File: config.mk
export PLATFORM = sky130hd
export DESIGN_NAME = complex_accumulator
export DESIGN_NICKNAME = d
export VERILOG_FILES = /design/src/rtl/complex_accumulator.sv
export SDC_FILE = /design/constraint.sdc
export NUM_CORES = 1
export LEC_CHECK = 0
export CAP_MARGIN = 10
export CORE_MARGIN = 3
export CORE_UTILIZATION = 51
export CTS_BUF_LIST = sky130_fd_sc_hd__clkbuf_2 sky130_fd_sc_hd__clkbuf_4 sky130_fd_sc_hd__clkbuf_8
export CTS_CLUSTER_DIAMETER = 120
export DETAILED_ROUTE_END_ITERATION = 7
export PLACE_DENSITY = 0.83
export SYNTH_ARGS = -nofsm -noshare
export SYNTH_HDL_FRONTEND = slang
export SYNTH_SLANG_ARGS = --single-unit
File: constraint.sdc
create_clock -name clk -period 3.5 [get_ports clk]
set_input_delay 0.7 -clock clk [delete_from_list [all_inputs] [get_ports clk]]
set_output_delay 0.7 -clock clk [all_outputs]
set_load 0.05 [all_outputs]
File: src/rtl/complex_accumulator.sv
// Streaming complex accumulator: sums a frame of complex products into one result with a sticky
// error flag. Build option CACC_SAT_EN selects saturating (vs. wrapping) reduction to W bits.
module complex_accumulator #(
  parameter int QI    = 3,
  parameter int QF    = 3,
  parameter int GUARD = 4
) (
  input  logic                  clk,
  input  logic                  rst,
  input  logic                  in_valid,
  output logic                  in_ready,
  input  logic [QI+QF-1:0]      in_Re,
  input  logic [QI+QF-1:0]      in_Im,
  input  logic                  in_err,
  input  logic                  in_last,
  output logic                  out_valid,
  input  logic                  out_ready,
  output logic [QI+QF-1:0]      out_Re,
  output logic [QI+QF-1:0]      out_Im,
  output logic                  out_sat,
  output logic                  out_err,
  output logic [GUARD:0]        out_count
);

  localparam int W       = QI + QF;
  localparam int ACC_W   = W + GUARD;
  localparam int MAX_LEN = 2 ** GUARD;
  localparam logic [GUARD:0] MaxCount = (GUARD + 1)'(MAX_LEN);

  typedef enum logic [0:0] {StAcc, StOut} state_e;

  state_e                    state_q;
  logic signed [ACC_W-1:0]   acc_re_q, acc_im_q;
  logic [GUARD:0]            count_q;
  logic                      err_q;

  logic                      out_valid_q, out_sat_q, out_err_q;
  logic [W-1:0]              out_re_q, out_im_q;
  logic [GUARD:0]            out_count_q;

  logic signed [ACC_W-1:0]   sum_re, sum_im;
  logic [GUARD:0]            count_inc;
  logic                      accept, forced_end, frame_end;
  logic [W-1:0]              red_re, red_im;
  logic                      sat_re, sat_im;

  assign in_ready  = (state_q == StAcc);
  assign accept    = in_valid & in_ready;
  assign count_inc = count_q + (GUARD + 1)'(1);
  // A frame that fills the accumulator without in_last is cut short and flagged.
  assign forced_end = (count_inc == MaxCount) & ~in_last;
  assign frame_end  = in_last | (count_inc == MaxCount);

  always_comb begin
    sum_re = acc_re_q + {{GUARD{in_Re[W-1]}}, in_Re};
    sum_im = acc_im_q + {{GUARD{in_Im[W-1]}}, in_Im};
  end

`ifdef CACC_SAT_EN
  localparam logic signed [ACC_W-1:0] SatHi = ACC_W'((2 ** (W - 1)) - 1);
  localparam logic signed [ACC_W-1:0] SatLo = -SatHi - ACC_W'(1);

  always_comb begin
    red_re = sum_re[W-1:0];
    red_im = sum_im[W-1:0];
    sat_re = 1'b0;
    sat_im = 1'b0;
    if (sum_re > SatHi) begin
      red_re = SatHi[W-1:0];
      sat_re = 1'b1;
    end else if (sum_re < SatLo) begin
      red_re = SatLo[W-1:0];
      sat_re = 1'b1;
    end
    if (sum_im > SatHi) begin
      red_im = SatHi[W-1:0];
      sat_im = 1'b1;
    end else if (sum_im < SatLo) begin
      red_im = SatLo[W-1:0];
      sat_im = 1'b1;
    end
  end
`else
  // Two's-complement wrap: keep the low W bits, never report saturation.
  always_comb begin
    red_re = sum_re[W-1:0];
    red_im = sum_im[W-1:0];
    sat_re = 1'b0;
    sat_im = 1'b0;
  end
`endif

  always_ff @(posedge clk) begin
    if (rst) begin
      state_q     <= StAcc;
      acc_re_q    <= '0;
      acc_im_q    <= '0;
      count_q     <= '0;
      err_q       <= 1'b0;
      out_valid_q <= 1'b0;
      out_re_q    <= '0;
      out_im_q    <= '0;
      out_sat_q   <= 1'b0;
      out_err_q   <= 1'b0;
      out_count_q <= '0;
    end else begin
      unique case (state_q)
        StAcc: begin
          if (accept) begin
            if (frame_end) begin
              out_re_q    <= red_re;
              out_im_q    <= red_im;
              out_sat_q   <= sat_re | sat_im;
              out_err_q   <= err_q | in_err | forced_end;
              out_count_q <= count_inc;
              out_valid_q <= 1'b1;
              acc_re_q    <= '0;
              acc_im_q    <= '0;
              count_q     <= '0;
              err_q       <= 1'b0;
              state_q     <= StOut;
            end else begin
              acc_re_q <= sum_re;
              acc_im_q <= sum_im;
              count_q  <= count_inc;
              err_q    <= err_q | in_err;
            end
          end
        end
        StOut: begin
          if (out_ready) begin
            out_valid_q <= 1'b0;
            state_q     <= StAcc;
          end
        end
        default: state_q <= StAcc;
      endcase
    end
  end

  assign out_valid = out_valid_q;
  assign out_Re    = out_re_q;
  assign out_Im    = out_im_q;
  assign out_sat   = out_sat_q;
  assign out_err   = out_err_q;
  assign out_count = out_count_q;

endmodule

; ---- Word level (Yosys, flattened, before mapping)
; Cells that the tools add are included.
[word_totals]
elab_cells = 39
inputBits = 18
reg_bits = 46
out_inout_bits = 21
[classes]
addsub = 3
muxes = 12
n_eq_ne = 4
bitwise_logic = 7
reduce_logical = 3
[ops]
columns = operator, count
row1 = adder 10 bit, 2
row2 = 2-to-1 mux 10 bit, 2
row3 = 2-to-1 mux 1 bit, 7
row4 = AND reduction 3 bit, 2
row5 = "adder 5 x 1 -> 5 bit, second input constant", 1
row6 = "equality test 5 bit, second input constant", 1
row7 = 2-to-1 mux 5 bit, 1
row8 = "!= test 2 x 1 -> 1 bit, second input constant", 2
row9 = one-hot mux 1 bit (2 select lines), 2
row10 = bitwise OR 1 bit, 3
row11 = bitwise AND 1 bit, 2
row12 = "!= test 2 bit, second input constant", 1
row13 = NOT 1 bit, 2
row14 = AND reduction 2 bit, 1

; ---- Depth between registers and ports, before layout
[logic_depth]
ltp_word = 6
depth_mapped = 8
mapped_depth_nobuf = 8

; ---- Worst setup path after synthesis
; Ideal clock, no wire load.
[synth_path]
path_type = register to register
startpoint = register count_q[0]
endpoint = register out_im_q[3] (netlist: out_Im[3])
t_arrival_ps = 1873
setup_ps = 128
path_stages_with_launch = 9
setup_slack_ps = 1499
n_path_buf = 2
required_ps = 3372
period_less_slack_ps = 2001
path_cell_list = dfxtp_1 > ha_1 > clkbuf_1 > nor3b_1 > a311oi_1 > a211oi_4 > buf_6 > mux2i_1 > nor2_1
[synth_between]
elab_chain_len = 4
[synth_rtl]
columns = item, line_no
row1 = "start, declared", 34  ; logic [GUARD:0] count_q;
row2 = "start signal, assigned", 125  ; count_q <= count_inc;
row3 = adder 5 x 1 -> 5 bit, 49  ; assign count_inc = count_q + (GUARD + 1)'(1);
row4 = equality test 5 bit, 52  ; assign frame_end = in_last | (count_inc == MaxCount);
row5 = bitwise OR 1 bit, 52
row6 = AND reduction 3 bit (no source line), --
row7 = "end signal, assigned", 112  ; out_im_q <= red_im;
row8 = "end, declared", 38  ; logic [W-1:0] out_re_q, out_im_q;
; Every way passes these cells.
; A chain may end at the register's enable or synchronous reset.

; ---- Worst setup path in the final report
[layout_path]
startpoint = input in_valid
endpoint = register count_q[4]
[layout_between]
elab_chain_len = 2
[layout_rtl]
columns = item, line_no
row1 = "start, declared", 10  ; input logic in_valid,
row2 = bitwise AND 1 bit, 48  ; assign accept = in_valid & in_ready;
row3 = AND reduction 2 bit (no source line), --
; Every way passes these cells.

==> impl_metrics.env <==
export IMPL_cts_hold_buf=0
export IMPL_relSlewSlack_pct=64.9
export IMPL_async_reset_ff_share_pct=0
export IMPL_post_synth_inst_count=191
export IMPL_syn_area_per_cell_um2=9.94
export IMPL_cts_tree="yes"
export IMPL_timing_final_ws_setup_ns=1.15
export IMPL_tns_ns=0
export IMPL_p_per_area_mw_per_mm2=428
export IMPL_synthMuxAreaShare_pct=6.06
export IMPL_yosys_area_share_xor_xnor_pct=6.46
export IMPL_yosysWarnings=0
export IMPL_grt_pass1_vias=1463
export IMPL_final_common_cell="dfxtp_1"
export IMPL_routedWlPerCell_um=13.9
export IMPL_synth_compound_area_share_pct=20.8
export IMPL_outcome="completed"
export IMPL_switching_share_pct=27.5
export IMPL_drtIter0Drc=96
export IMPL_worst_slew_pin_slew_ns=0.525
export IMPL_area_growth_pct=26.6
export IMPL_n_antenna_cell=0
export IMPL_hpwl_mm=2.78
export IMPL_ys_ff_latch=38
export IMPL_synthSimpleGateAreaFrac_pct=11.3
export IMPL_syn_area_mm2=0.00190
export IMPL_grt_max_degree=21
export IMPL_start_util_pct=54.7
export IMPL_synth_nets=223
export IMPL_clk_path_buf_depth=2
export IMPL_htree_levels=2
export IMPL_period_needed_ns=2.35
export IMPL_cts_made_buffers=5
export IMPL_hold_path_class="reg2reg"
export IMPL_drive_gt1_share_pct=11.7
export IMPL_layout_common_cells="dfxtp_1 (38), clkdlybuf4s50_1 (37), nor2_1 (27), ha_1 (12), a22o_1 (11)"
export IMPL_cp_end_kind="flip-flop"
export IMPL_ir_drop_v=0.000291
export IMPL_drv_cap=0
export IMPL_ant_nets=0
export IMPL_slew_violations=0
export IMPL_intPower_uw=746
export IMPL_die_w_um=67.0
export IMPL_grt_overflow_total=0
export IMPL_ys_flop_type="dfxtp_1"
export IMPL_die_height_um=67.0
export IMPL_worstPathArrival_ns=2.58
export IMPL_finalSetupViolCount=0
export IMPL_post_route_period_util_pct=67.3
export IMPL_p_seq_share_pct=45.3
export IMPL_rows=21
export IMPL_synth_cell_types=41
export IMPL_n_fill_cell=271
export IMPL_clk_insertion_delay_late_ns=0.30
export IMPL_drt_wl_total_mm=3.85
export IMPL_synth_edf_count=0
export IMPL_io_pins=39
export IMPL_power_leakage_nw=0.944
export IMPL_ctsResizeCount=0
export IMPL_crit_type="in2reg"
export IMPL_clock_root_buffer="clkbuf_8"
export IMPL_combinationalPowerShare_pct=19.2
export IMPL_vias=1485
export IMPL_hold_viol_final=0
export IMPL_grt_first_pass_wirelength_mm=6.72
export IMPL_dr_pass1_iters=4
export IMPL_fmax_mhz=425
export IMPL_final_net_count=261
export IMPL_p_clk_share_pct=35.5
export IMPL_io_buffers=37
export IMPL_synth_fa_ha_area_share_pct=10.0
export IMPL_post_place_ws_ns=0.876
export IMPL_cts_num_sinks=38
export IMPL_via_per_inst=5.38
export IMPL_grt_setup_unrepaired="no"
export IMPL_synth_top_family_by_area="compound AO/OA/AOI/OAI gates"
export IMPL_clkSlewWorstSetupHoldPaths_ns=0.07
export IMPL_grt_total_usage_pct=19.8
export IMPL_worstSetupStartpointType="primary input"
export IMPL_die_area_mm2=0.00449
export IMPL_cp_max_fo=13
export IMPL_min_path_cells=2
export IMPL_post_cts_setup_buffer_count=0
export IMPL_ys_seq_area_share_pct=40.1
export IMPL_drc_errors=0
export IMPL_p_switching_uw=283
export IMPL_gp_congestion=0.790
export IMPL_fin_skew_ns=0.00746
export IMPL_core_mm2=0.00347
export IMPL_rr_worst_depth=7
export IMPL_antenna_found_initial=0
export IMPL_cp_required_ns=3.73
==> worst max-delay path, cell delays in order <==
cell,delay [ns]
clkdlybuf4s50_1,0.48
nor2b_1,0.38
nand2_1,0.24
a311oi_1,0.29
buf_4,0.26
nand4_1,0.11
mux2i_1,0.13
==> cell families (layout without fill, tap and decap cells) <==
logic type / Yosys count / count (layout)
AO/OA/AOI/OAI: 49 / 49
flip-flops: 38 / 38
multiplexers: 11 / 11
buffers and inverters: 18 / 57
AND/OR/NAND/NOR: 46 / 46
other: 1 / 1
adder cells (fa/ha/maj): 14 / 14
XOR/XNOR: 14 / 14
==> layer usage <==
| metal | track usage [%] | part of all wire, % |
|---|---|---|
| met4 | 7.59 | 1.7 |
| met2 | 30.4 | 46 |
| met5 | 0 | 0 |
| met1 | 26.3 | 48 |
| met3 | 5.23 | 4.4 |
==> sequential cells by signal (all words and copies together) (netlist names) <==
name	flops
acc_im_q	6
acc_re_q	6
out_Im	6
out_Re	6
count_q	5
out_count	5
err_q	1
out_err	1
out_valid	1
state_q	1
==> cell type report <==
class | count | area [um2] | area share [%]
Multi-Input combinational cell | 135 | 1040 | 43.3
Sequential cell | 38 | 761 | 31.7
Timing Repair Buffer | 42 | 408 | 17.0
Clock buffer | 5 | 68.8 | 2.86
Tap cell | 46 | 57.6 | 2.40
Clock inverter | 3 | 40.0 | 1.67
Inverter | 7 | 26.3 | 1.09
==> power by group through the flow <==
stage | registers [mW] | clock network, mW | logic, mW
finish | 0.466 | 0.365 | 0.198
global route | 0.468 | 0.392 | 0.217
CTS | 0.466 | 0.374 | 0.199
detailed placement | 0.475 | 0 | 0.197
global placement | 0.475 | 0 | 0.193
floorplan | 0.511 | 0 | 0.0981
==> Yosys cell counts, types with 2 or more instances <==
cell | number | area share, %
a211oi_1 | 2 | 0.79
buf_6 | 3 | 1.8
xor2_1 | 6 | 2.8
o41ai_1 | 2 | 0.92
a22o_1 | 11 | 5.1
ha_1 | 12 | 7.9
mux2i_1 | 10 | 5.3
a211oi_2 | 6 | 4.0
o21ai_0 | 6 | 1.6
fa_1 | 2 | 2.1
dfxtp_1 | 38 | 40
o21bai_1 | 3 | 1.2
a311oi_1 | 3 | 1.4
buf_2 | 2 | 0.53
xnor2_1 | 8 | 3.7
a21oi_1 | 10 | 2.6
nand2_1 | 6 | 1.2
inv_1 | 7 | 1.4
clkbuf_1 | 4 | 0.79
nor3b_1 | 2 | 0.79
nor2_1 | 27 | 5.3
nand2b_1 | 2 | 0.66
==> worst paths after layout <==
kind / start / end / slack (ns)
hold reg to reg: acc_re_q[2]$_SDFFE_PP0P_ / acc_re_q[2]$_SDFFE_PP0P_ / 0.48
setup / recovery: in_valid / count_q[4]$_SDFFE_PP0P_ / 1.15
setup reg to reg: count_q[0]$_SDFFE_PP0P_ / out_Re[3]$_SDFFE_PP0P_ / 1.20
hold / removal: acc_re_q[2]$_SDFFE_PP0P_ / acc_re_q[2]$_SDFFE_PP0P_ / 0.48
==> stage by stage <==
stage               utilization (%)  cells  total power [mW]  cell area (um2)  hold WS (ns)
floorplan                         -    191             0.609             1900         0.424
global placement               66.1    268             0.668             2290         0.443
global route                   69.3    276              1.08             2400         0.491
detailed placement             66.1    268             0.673             2290         0.448
CTS                            69.3    276              1.04             2400         0.481
finish                         69.3    276              1.03             2400         0.479
Power figures use the tool's default switching activity.
